**src/rtl/dem_ctrl_pkg.sv**
```systemverilog
// Shared encodings for the 1 Hz up/down counting demo controller.
package dem_ctrl_pkg;

  typedef enum logic [1:0] {
    STOP = 2'd0,
    UP   = 2'd1,
    DOWN = 2'd2
  } state_t;

  typedef enum logic [1:0] {
    MODE_UP   = 2'b00,
    MODE_DN   = 2'b01,
    MODE_PP   = 2'b10,
    MODE_HOLD = 2'b11
  } mode_t;

  localparam logic UD_UP = 1'b0;
  localparam logic UD_DN = 1'b1;

endpackage

```
**src/rtl/dem8bit_ctrl_tick_gen.sv**
```systemverilog
// Prescaler: one-cycle tick every CLK_HZ/TICK_HZ cycles while enabled.
module tick_gen #(
  parameter int unsigned CLK_HZ  = 50_000_000,
  parameter int unsigned TICK_HZ = 1
) (
  input  logic clk,
  input  logic reset,
  input  logic en,
  output logic tick
);

  localparam int unsigned DIV = CLK_HZ / TICK_HZ;
  localparam int unsigned PW  = (DIV > 1) ? $clog2(DIV) : 1;

  logic [PW-1:0] r_pcnt;
  logic          r_tick;

  // tick is registered one count early so it is high exactly while pcnt == DIV-1
  always_ff @(posedge clk or posedge reset) begin
    if (reset) begin
      r_pcnt <= '0;
      r_tick <= 1'b0;
    end else if (!en) begin
      r_pcnt <= '0;
      r_tick <= 1'b0;
    end else begin
      r_tick <= (r_pcnt == PW'(DIV - 2));
      r_pcnt <= (r_pcnt == PW'(DIV - 1)) ? '0 : r_pcnt + PW'(1);
    end
  end

  assign tick = r_tick;

endmodule

```
**src/rtl/dem8bit_ctrl.sv**
```systemverilog
// Run/direction controller: issues step/ud strobes to an up/down counter
// once per prescaler tick, with wrap, ping-pong and manual flip handling.
module dem8bit_ctrl
  import dem_ctrl_pkg::*;
#(
  parameter int unsigned CLK_HZ  = 50_000_000,
  parameter int unsigned TICK_HZ = 1,
  parameter int unsigned N       = 8
) (
  input  logic         clk,
  input  logic         reset,
  input  logic         sw_run,
  input  logic [1:0]   sw_mode,
  input  logic         btn_flip,
  input  logic [N-1:0] lo_lim,
  input  logic [N-1:0] hi_lim,
  input  logic [N-1:0] q,
  output logic         step,
  output logic         ud,
  output logic [1:0]   state,
  output logic         tick,
  output logic         err
);

  state_t r_state, w_state_nx, w_cur;
  logic   r_step, r_ud, r_err;
  logic   w_step_nx, w_ud_nx, w_err_nx, w_d, w_tick;
  mode_t  w_mode;

  assign w_mode = mode_t'(sw_mode);

  tick_gen #(
    .CLK_HZ (CLK_HZ),
    .TICK_HZ(TICK_HZ)
  ) u_tick_gen (
    .clk  (clk),
    .reset(reset),
    .en   (sw_run),
    .tick (w_tick)
  );

  always_ff @(posedge clk or posedge reset) begin
    if (reset) begin
      r_state <= STOP;
      r_step  <= 1'b0;
      r_ud    <= UD_UP;
      r_err   <= 1'b0;
    end else begin
      r_state <= w_state_nx;
      r_step  <= w_step_nx;
      r_ud    <= w_ud_nx;
      r_err   <= w_err_nx;
    end
  end

  always_comb begin
    w_state_nx = r_state;
    w_step_nx  = 1'b0;
    w_ud_nx    = r_ud;
    w_cur      = r_state;
    w_d        = UD_UP;
    w_err_nx   = (w_mode == MODE_PP) && (lo_lim >= hi_lim);

    if (!sw_run || (w_mode == MODE_HOLD)) begin
      w_state_nx = STOP;
    end else if (r_state == STOP) begin
      w_state_nx = (w_mode == MODE_DN) ? DOWN : UP;
    end else if (!r_err) begin
      // a flip in the tick cycle feeds the flipped direction into the bound check
      if ((w_mode == MODE_PP) && btn_flip)
        w_cur = (r_state == UP) ? DOWN : UP;
      case (w_mode)
        MODE_UP: w_d = UD_UP;
        MODE_DN: w_d = UD_DN;
        default: begin
          if (w_cur == UP) w_d = (q >= hi_lim) ? UD_DN : UD_UP;
          else             w_d = (q <= lo_lim) ? UD_UP : UD_DN;
        end
      endcase
      w_state_nx = w_cur;
      if (w_tick) begin
        w_step_nx  = 1'b1;
        w_ud_nx    = w_d;
        w_state_nx = (w_d == UD_DN) ? DOWN : UP;
      end
    end
  end

  assign step  = r_step;
  assign ud    = r_ud;
  assign state = r_state;
  assign tick  = w_tick;
  assign err   = r_err;

endmodule

```
**config.mk**
```make
export PLATFORM = sky130hd
export DESIGN_NAME = dem8bit_ctrl
export DESIGN_NICKNAME = d
export VERILOG_FILES = /design/src/rtl/dem_ctrl_pkg.sv /design/src/rtl/dem8bit_ctrl_tick_gen.sv /design/src/rtl/dem8bit_ctrl.sv
export SDC_FILE = /design/constraint.sdc
export NUM_CORES = 1
export LEC_CHECK = 0
export CAP_MARGIN = 40
export CORE_UTILIZATION = 54
export CTS_CLUSTER_DIAMETER = 60
export DETAILED_ROUTE_END_ITERATION = 10
export PLACE_DENSITY = 0.8
export SYNTH_ARGS = -nofsm -noshare
export SYNTH_HDL_FRONTEND = slang
export SYNTH_SLANG_ARGS = --single-unit
```
**constraint.sdc**
```tcl
create_clock -name clk -period 1.75 [get_ports clk]
set_input_delay 0.35 -clock clk [delete_from_list [all_inputs] [get_ports clk]]
set_output_delay 0.35 -clock clk [all_outputs]
set_load 0.01 [all_outputs]
```
# Word level (Yosys, flattened, before mapping)
# Cells that the tools add are included.
[op_classes]
add_sub_neg = 1
magnitude_cmp = 3
n_eq_ne = 8
muxes = 25
bitwise_logic = 3
reduce_logical = 7
[ops]
columns = ["op", "n"]
rows = [
  ["$eq 26x26->1 const B", 2],
  ["$mux 26", 2],
  ["$add 26x1->26 const B", 1],
  ["$mux 2", 11],
  ["$ge 8x8->1", 2],
  ["$mux 1", 11],
  ["$le 8x8->1", 1],
  ["$eq 2x1->1 const B", 3],
  ["$eq 2x2->1 const B", 2],
  ["$logic_not 2->1", 2],
  ["$reduce_and 4->1", 1],
  ["$ne 3x1->1 const B", 1],
  ["$not 1->1", 3],
  ["$logic_and 1x1->1", 2],
  ["$pmux 1 s2", 1],
  ["$logic_not 1->1", 1],
  ["$logic_or 1x1->1", 1],
]
[totals]
regBits = 32
output_inout_bits = 6

# Depth between registers and ports, before layout
# Gate-level depths: netlist (run 1).
[logic_depth]
word_depth = 17
depth_mapped = 7

# Hierarchy
# A second synthesis (run 1) with hierarchy kept.
[hier_totals]
hier_cells = 253
hier_area_um2 = 2323.5
[modules_own_cells]
columns = ["module", "instances", "cells_each", "area_per_inst_um2"]
rows = [
  ["tick_gen", 1, 142, 1427.6],
  ["dem8bit_ctrl", 1, 111, 895.9],
]

# Worst setup path after synthesis (run 1)
# No wires, ideal clock.
[synth_path]
path_type = "register to register"
from = "register u_tick_gen.r_pcnt[0]"
to = "register u_tick_gen.r_pcnt[14]"
setup_time_ps = 119
arrival_time_ps = 1458
t_required_ps = 1631
slack_ps = 173
stages_incl_launch_ff = 7
path_buffers = 0
synth_period_minus_slack_ps = 1577
path_cell_list = "dfrtp_1 > ha_1 > nand3_4 > nor4_4 > nand3_2 > xor2_1 > nor2_2"
[synth_between]
elab_chain_len = 3
word_cells_on_any_way = 4
cone_classes = "add/sub (1); eq/ne (1); mux (2)"
[synth_rtl]
columns = ["item", "line", "source"]
rows = [
  ["start, declared", "dem8bit_ctrl_tick_gen.sv:15", "logic [PW-1:0] r_pcnt;"],
  ["start signal, assigned", "dem8bit_ctrl_tick_gen.sv:28", "r_pcnt <= (r_pcnt == PW'(DIV - 1)) ? '0 : r_pcnt + PW'(1);"],
  ["$add 26x1->26 or $eq 26x26->1 (tied branches)", "dem8bit_ctrl_tick_gen.sv:28", ""],
  ["$mux 26 (*)", "dem8bit_ctrl_tick_gen.sv:28", ""],
  ["$mux 26 (*)", "dem8bit_ctrl_tick_gen.sv:23", "end else if (!en) begin"],
]
# Mark *: on every way between the ends. The rest lies on a longest branch, timed or not.
# A chain may end at the register's enable or synchronous reset.

# Worst setup path in the final report (run 1)
[layout_path]
from = "input lo_lim[3]"
to = "register r_state[0], in the netlist state[0]"
[layout_between]
elab_chain_len = 12
[layout_rtl]
columns = ["item", "line", "source"]
rows = [
  ["start, declared", "dem8bit_ctrl.sv:15", "input logic [N-1:0] lo_lim,"],
  ["$le 8x8->1", "dem8bit_ctrl.sv:77", "else w_d = (q <= lo_lim) ? UD_UP : UD_DN;"],
  ["$mux 1", "dem8bit_ctrl.sv:77", ""],
  ["$mux 1", "dem8bit_ctrl.sv:76", "if (w_cur == UP) w_d = (q >= hi_lim) ? UD_DN : UD_UP;"],
  ["$pmux 1 s2", "dem8bit_ctrl.sv:72", "case (w_mode)"],
  ["$mux 1", "dem8bit_ctrl.sv:68", "end else if (!r_err) begin"],
  ["$mux 1", "dem8bit_ctrl.sv:66", "end else if (r_state == STOP) begin"],
  ["$mux 1", "dem8bit_ctrl.sv:64", "if (!sw_run || (w_mode == MODE_HOLD)) begin"],
  ["$mux 2", "dem8bit_ctrl.sv:84", "w_state_nx = (w_d == UD_DN) ? DOWN : UP;"],
  ["$mux 2", "dem8bit_ctrl.sv:81", "if (w_tick) begin"],
  ["$mux 2", "dem8bit_ctrl.sv:68", ""],
  ["$mux 2", "dem8bit_ctrl.sv:66", ""],
  ["$mux 2", "dem8bit_ctrl.sv:64", ""],
  ["end signal, assigned", "dem8bit_ctrl.sv:49", "r_state <= w_state_nx;"],
  ["end, declared", "dem8bit_ctrl.sv:25", "state_t r_state, w_state_nx, w_cur;"],
]
# Every way passes these cells. The select of a mux whose other input is x is not followed.

==> results of run 1 <==
==> cells in the mapped netlist (4+ instances only) <==
cell type  number  area share [%]
a21oi_1        10             2.1
nor2_1         33             5.3
nand4_1        14             3.7
and2_1          4             1.1
inv_1          21             3.4
dfrtp_1        32              34
nor2b_1         6             1.6
o211ai_1        4             1.3
nand2_1        11             1.8
nand3_1         9             1.9
xnor2_1         5             1.9
xor2_1         19             7.1
o21ai_0         9             1.9
ha_1           26              14
==> per-layer routing <==
layer  share of wire, %  track usage (%)  vias to the layer above  wire [um]
met5                  0                0                        -          0
met4                1.9             5.99                        0        110
met3                3.7             6.08                       10        217
met2                 50             44.6                       63       2910
met1                 45             33.4                     1023       2620
li1                   -                -                     1013          -
==> critical path: cells and delay by family <==
kind / cells / cell delay [ns]
AO/OA/AOI/OAI: 4 / 0.68
buffers and inverters: 2 / 0.59
adder cells (fa/ha/maj): 1 / 0.29
==> power groups by stage <==
| stage | clock [mW] | combinational [mW] | sequential (mW) |
|---|---|---|---|
| after global routing | 0.815 | 0.433 | 0.775 |
| after detailed placement | 0 | 0.350 | 0.787 |
| after floorplan | 0 | 0.169 | 0.788 |
| after CTS | 0.779 | 0.364 | 0.773 |
| after global placement | 0 | 0.338 | 0.787 |
| final | 0.770 | 0.396 | 0.773 |
==> cell type report <==
cell class | count | share of cell area, %
clock buffer | 7 | 3.04
clock inverter | 1 | 0.946
inverter | 21 | 2.48
multi-input combinational | 195 | 48.7
sequential | 32 | 25.2
tap | 50 | 1.97
timing repair buffer | 60 | 17.6
==> placed cells by master, fill, tap and decap left out, types with 2 or more instances in the layout <==
cell / instances
dfrtp_1: 32
nand3_4: 3
o21ai_2: 2
ha_2: 2
a21oi_1: 8
ha_4: 5
clkdlybuf4s50_1: 12
and2_1: 4
a21boi_0: 2
nor4_4: 3
nor2b_1: 6
dlygate4sd2_1: 13
nand3b_1: 2
inv_2: 7
clkbuf_8: 7
o211ai_1: 4
nand3_1: 9
a21oi_2: 2
and4_1: 2
nor2_1: 32
or2_2: 2
xor2_1: 19
inv_1: 14
o21ai_0: 7
and3_1: 3
ha_1: 19
a211o_1: 2
nor2_2: 4
buf_4: 24
dlymetal6s2s_1: 10
nand2_1: 11
a21boi_1: 2
xnor2_1: 5
nor3_1: 3
nand4_1: 14
==> flip-flops by register name (all words and copies together), names as in the netlist <==
signal / flops
step: 1
u_tick_gen.tick: 1
state: 2
u_tick_gen.r_pcnt: 26
ud: 1
err: 1
==> timing repair <==
action                     4_1_cts  5_1_grt
buffers inserted                 1        0
resized for setup               28       23
pin swaps                       16       10
setup endpoints to repair        3        4
==> stage by stage <==
step	area (um^2)	setup TNS (ns)	setup WS, ns	hold slack, ns
after floorplan	2340	0	0.173	0.466
final	3170	-0.00252	-0.00252	0.467
after global placement	2920	-1.34	-0.359	0.531
after global routing	3170	-0.0876	-0.0476	0.522
after detailed placement	2920	-1.52	-0.454	0.551
after CTS	3100	0	0.00407	0.481
==> cells by family (layout without fill, tap and decap cells) <==
family | Yosys count | after routing | synth area share [%]
adder cells (fa/ha/maj) | 26 | 26 | 13.9
AO/OA/AOI/OAI | 39 | 39 | 10.9
flip-flops | 32 | 32 | 34.3
AND/OR/NAND/NOR | 106 | 106 | 27.4
XOR/XNOR | 24 | 24 | 8.99
buffers and inverters | 24 | 89 | 4.55
==> worst min path at each step <==
stage	end	slack, ns	cells after the start
finish	u_tick_gen.r_pcnt[22]	0.47	3
global placement	u_tick_gen.r_pcnt[25]	0.53	2
global route	u_tick_gen.r_pcnt[21]	0.52	3
floorplan	err	0.47	1
CTS	u_tick_gen.r_pcnt[1]	0.48	3
detailed placement	u_tick_gen.r_pcnt[23]	0.55	2
==> results.sh, run 1 <==
export IMPL_cts_sinks=32
export IMPL_r2r_end="state[1]"
export IMPL_hpwl_um=3950
export IMPL_relSlewSlack_pct=72.2
export IMPL_slew_viol_final=0
export IMPL_cp_end_kind="flop"
export IMPL_drive_gt1_share_pct=22.5
export IMPL_hold_viol=0
export IMPL_synth_cell_area_um2=2340
export IMPL_power_switching_uw=482
export IMPL_worstSetupEndpoint="state[0]"
export IMPL_power_mw=1.94
export IMPL_seq_area_um2=801
export IMPL_pwr_share_clk_pct=39.7
export IMPL_seqPwrFrac_pct=39.9
export IMPL_route_detailed_drc=0
export IMPL_cts_buffers=5
export IMPL_gr_total_overflow=0
export IMPL_chipWidth_um=67.8
export IMPL_synthArstFlopShare_pct=100
export IMPL_synth_edf_count=0
export IMPL_die_area_um2=4600
export IMPL_clock_latency_ns=0.28
export IMPL_path_class="in2reg"
export IMPL_finClkSkew_ns=0.00470
export IMPL_avgSynthCellArea_um2=9.31
export IMPL_std_cell_rows=23
export IMPL_syn_to_final_growth_pct=35.8
export IMPL_antenna_found_initial=0
export IMPL_clk_path_buf_depth=2
export IMPL_placed_cells=357
export IMPL_antenna_cells=0
export IMPL_die_h_um=67.8
export IMPL_r2r_cells=5
export IMPL_synthCells=251
export IMPL_routabilityCongestion=0.824
export IMPL_timing_fmax_mhz=571
export IMPL_hold_path_class="in2async"
export IMPL_grt_pass1_wl_um=8990
export IMPL_setup_viol_count_final=1
export IMPL_fin_crit_ns=1.75
export IMPL_clkTransAtPathRegs_ns=0.06
export IMPL_synth_warning_count=0
export IMPL_critPathMaxFanout=3
export IMPL_grtUsageTotal_pct=26.2
export IMPL_required_ns=1.91
export IMPL_synth_seq_cells=32
export IMPL_final_cells=366
export IMPL_ctsHoldBuffers=0
export IMPL_layout_nets=371
export IMPL_ys_flop_type="dfrtp_1"
export IMPL_cts_tree="done"
export IMPL_ys_seq_area_share_pct=34.3
export IMPL_synth_cell_types=43
export IMPL_p_per_area_nw_per_um2=611
export IMPL_syn_nets=307
export IMPL_vias=2109
export IMPL_wl_per_cell_um=16.0
export IMPL_max_vdd_ir_drop_mv=0.609
export IMPL_crit_path_top_delay_cell="clkdlybuf4s50_1"
export IMPL_worstPathArrival_ns=1.92
export IMPL_worst_pin_slew_ns=0.417
export IMPL_drt_iter0_drc=110
export IMPL_cp_startpoint="lo_lim[3]"
export IMPL_ctsRootBufferMaster="clkbuf_8"
export IMPL_reg2reg_slack_ns=0.01
export IMPL_grt_pass1_vias=2066
export IMPL_timing_rr_start="state[1]"
export IMPL_h_tree_depth=2
export IMPL_power_leakage_nw=1.54
export IMPL_crit_chain="clkdlybuf4s50_1 > inv_1 > ha_4 > o211ai_1 > a21oi_2 > o31ai_2 > a41o_1"
export IMPL_num_io_pins=36
export IMPL_drt_pass1_iterations=5
export IMPL_grt_max_degree=33
export IMPL_fin_util_pct=77.6
export IMPL_cpPeakStageDelay_ns=0.49
export IMPL_finalWorstSetupSlack_ns=-0.00252
export IMPL_p_int_mw=1.46
export IMPL_routed_wl_um=5850
export IMPL_ant_nets=0
export IMPL_run_status="complete, but fails checks"
export IMPL_cap_violations=0
export IMPL_initial_core_util_pct=57.2
export IMPL_cp_start_kind="input pin"
export IMPL_fill_cells=288
export IMPL_multiInputGateArea_um2=1550
export IMPL_timing_final_crit_share_pct=100
export IMPL_core_area_um2=4090
export IMPL_io_buffers=35
export IMPL_netSwitchingFraction_pct=24.9
export IMPL_detail_route_vias_per_cell=5.76
export IMPL_violations="negative setup slack"
export IMPL_combPwrFrac_pct=20.4
No activity file was read; power rests on OpenSTA's default activity.
==> inputs of run 2 (changes only) <==
--- a/config.mk
+++ b/config.mk
@@ -9,6 +9,7 @@
 export CORE_UTILIZATION = 54
 export CTS_CLUSTER_DIAMETER = 60
 export DETAILED_ROUTE_END_ITERATION = 10
+export HOLD_SLACK_MARGIN = 0.02
 export PLACE_DENSITY = 0.8
 export SYNTH_ARGS = -nofsm -noshare
 export SYNTH_HDL_FRONTEND = slang
==> results of run 2 <==
Final layout, timing and power as in run 1 (identical DEF).
==> inputs of run 3 (changes only) <==
--- a/config.mk
+++ b/config.mk
@@ -6,11 +6,12 @@
 export NUM_CORES = 1
 export LEC_CHECK = 0
 export CAP_MARGIN = 40
-export CORE_UTILIZATION = 54
+export CORE_UTILIZATION = 58
 export CTS_CLUSTER_DIAMETER = 60
 export DETAILED_ROUTE_END_ITERATION = 10
 export HOLD_SLACK_MARGIN = 0.02
-export PLACE_DENSITY = 0.8
+export PLACE_DENSITY = 0.85
+export SLEW_MARGIN = 20
 export SYNTH_ARGS = -nofsm -noshare
 export SYNTH_HDL_FRONTEND = slang
 export SYNTH_SLANG_ARGS = --single-unit
==> constraint.sdc (replaced) <==
create_clock -name clk -period 2.2 [get_ports clk]
set_input_delay 0.44 -clock clk [delete_from_list [all_inputs] [get_ports clk]]
set_output_delay 0.44 -clock clk [all_outputs]
set_load 0.01 [all_outputs]
==> run 3 against run 2 <==
The flow now finishes without violations; via count down 5.1%; worst hold slack better by 0.057 ns; sequential power down 20%; worst setup slack better by 0.14 ns; first-iteration DRC count rose to 2.7 times the previous value; wire length down 12%; core utilization down 0.97 points; global-route usage up 1.7 points; sequential share of layout area up 2.5 points; total power down 23%; critical path type unchanged; largest power group is now clock.
==> results.sh, run 3 (synthesized netlist as in run 1, its figures left out) <==
export IMPL_grt_use_met3_pct=5.90
export IMPL_relSlewSlack_pct=72.1
export IMPL_seq_area_um2=801
export IMPL_power_switching_uw=368
export IMPL_multiInputGateArea_um2=1430
export IMPL_slew_viol_final=0
export IMPL_ant_nets=0
export IMPL_drt_pass1_iterations=4
export IMPL_clkTransAtPathRegs_ns=0.07
export IMPL_chipWidth_um=65.5
export IMPL_routed_wl_um=5170
export IMPL_die_area_um2=4290
export IMPL_power_leakage_nw=1.33
export IMPL_r2r_end="u_tick_gen.r_pcnt[18]"
export IMPL_finClkSkew_ns=0.0104
export IMPL_worstPathArrival_ns=2.29
export IMPL_initial_core_util_pct=62.0
export IMPL_grtUsageMet1_pct=36.4
export IMPL_antenna_cells=0
export IMPL_mostFrequentLayoutCell="clkdlybuf4s50_1"
export IMPL_cts_resized=0
export IMPL_setup_viol_count_final=0
export IMPL_clock_latency_ns=0.29
export IMPL_fill_cells=276
export IMPL_max_vdd_ir_drop_mv=0.255
export IMPL_cap_violations=0
export IMPL_layout_nets=352
export IMPL_use_met2_pct=46.0
export IMPL_final_cells=345
export IMPL_detail_route_vias_per_cell=5.80
export IMPL_die_h_um=65.5
export IMPL_timing_final_crit_share_pct=93.7
export IMPL_grt_max_degree=33
export IMPL_hold_slack_ns=0.524
export IMPL_syn_to_final_growth_pct=23.7
export IMPL_grt_pass1_wl_um=9060
export IMPL_grtUsageTotal_pct=27.8
export IMPL_drive_gt1_share_pct=9.76
export IMPL_p_int_mw=1.13
export IMPL_largest_register_ff_count=26
export IMPL_final_cell_mix="35 x clkdlybuf4s50_1, 33 x nor2_1, 32 x dfrtp_1, 26 x ha_1, 21 x inv_1"
export IMPL_run_status="finished clean"
export IMPL_cts_buffers=5
export IMPL_std_cell_rows=22
export IMPL_timing_fmax_mhz=485
export IMPL_combPwrFrac_pct=16.9
export IMPL_path_class="in2reg"
export IMPL_worst_pin_slew_ns=0.414
export IMPL_largest_register="u_tick_gen.r_pcnt"
export IMPL_grt_pass1_vias=1994
export IMPL_critPathMaxFanout=2
export IMPL_netSwitchingFraction_pct=24.6
export IMPL_cp_start_kind="input pin"
export IMPL_drt_iter0_drc=302
export IMPL_vias=2002
export IMPL_reg2reg_slack_ns=0.42
export IMPL_timing_rr_start="u_tick_gen.r_pcnt[0]"
export IMPL_fin_crit_ns=2.06
export IMPL_wl_per_cell_um=15.0
export IMPL_cp_end_kind="flop"
export IMPL_rsz0062_at_grt="no"
export IMPL_seqPwrFrac_pct=41.3
export IMPL_cts_tree="done"
export IMPL_ctsHoldBuffers=0
export IMPL_ctsRootBufferMaster="clkbuf_8"
export IMPL_required_ns=2.42
export IMPL_core_area_um2=3770
export IMPL_routabilityCongestion=0.805
export IMPL_hold_path_class="in2async"
export IMPL_p_per_area_nw_per_um2=518
export IMPL_gr_total_overflow=0
export IMPL_io_buffers=35
export IMPL_hpwl_um=3750
export IMPL_placed_cells=337
export IMPL_route_detailed_drc=0
export IMPL_hold_viol=0
export IMPL_busiest_layer="met2"
export IMPL_h_tree_depth=2
export IMPL_post_cts_buffers=0
export IMPL_antenna_found_initial=0
export IMPL_r2r_cells=6
export IMPL_cts_sinks=32
export IMPL_clk_path_buf_depth=2
export IMPL_pwr_share_clk_pct=41.8
export IMPL_num_io_pins=36
==> run 3: area by class of cell <==
class	count	share of cell area, %
timing repair buffer	41	13.7
clock inverter	1	1.04
sequential	32	27.7
multi-input combinational	195	49.5
clock buffer	7	3.33
inverter	21	2.73
tap	48	2.08
==> run 3: worst max-delay path, cell delays in order <==
cell and delay [ns]:
clkdlybuf4s50_1 0.49, inv_1 0.05, ha_1 0.29, nor2b_1 0.13, o211ai_1 0.15, a21oi_1 0.11, o31ai_1 0.38, a41o_1 0.24
==> run 3: how the worst max path moves through the flow <==
stage / start / endpoint / slack, ns / cells after the start
2_1_floorplan: hi_lim[2] / state[0] / 0.57 / 7
3_3_place_gp: hi_lim[5] / state[0] / -0.03 / 8
3_5_place_dp: hi_lim[2] / state[0] / -0.1 / 8
4_1_cts: lo_lim[1] / state[1] / 0.14 / 8
5_1_grt: lo_lim[6] / state[0] / 0.05 / 7
6_report: lo_lim[1] / state[0] / 0.14 / 8
==> run 3: power by group through the flow <==
stage	Sequential, mW	Combinational [mW]	Clock [mW]
detailed placement	0.629	0.250	0
CTS	0.618	0.255	0.625
global placement	0.628	0.240	0
global route	0.621	0.286	0.660
finish	0.619	0.253	0.627
floorplan	0.627	0.135	0
==> run 3: metal layers <==
| metal | vias up | part of all wire [%] |
|---|---|---|
| li1 | 984 | - |
| met1 | 939 | 45 |
| met2 | 69 | 49 |
| met3 | 10 | 4.6 |
| met4 | 0 | 1.5 |
| met5 | - | 0 |
==> run 3: per-stage QoR <==
step / power [mW] / util [%] / TNS, ns / setup WS (ns) / area [um^2]
2_1_floorplan: 0.762 / - / 0 / 0.567 / 2340
3_3_place_gp: 0.869 / 73.3 / -0.0408 / -0.0298 / 2770
3_5_place_dp: 0.879 / 73.3 / -0.241 / -0.0966 / 2770
4_1_cts: 1.50 / 76.7 / 0 / 0.144 / 2890
5_1_grt: 1.57 / 76.7 / 0 / 0.0532 / 2890
6_report: 1.50 / 76.7 / 0 / 0.138 / 2890
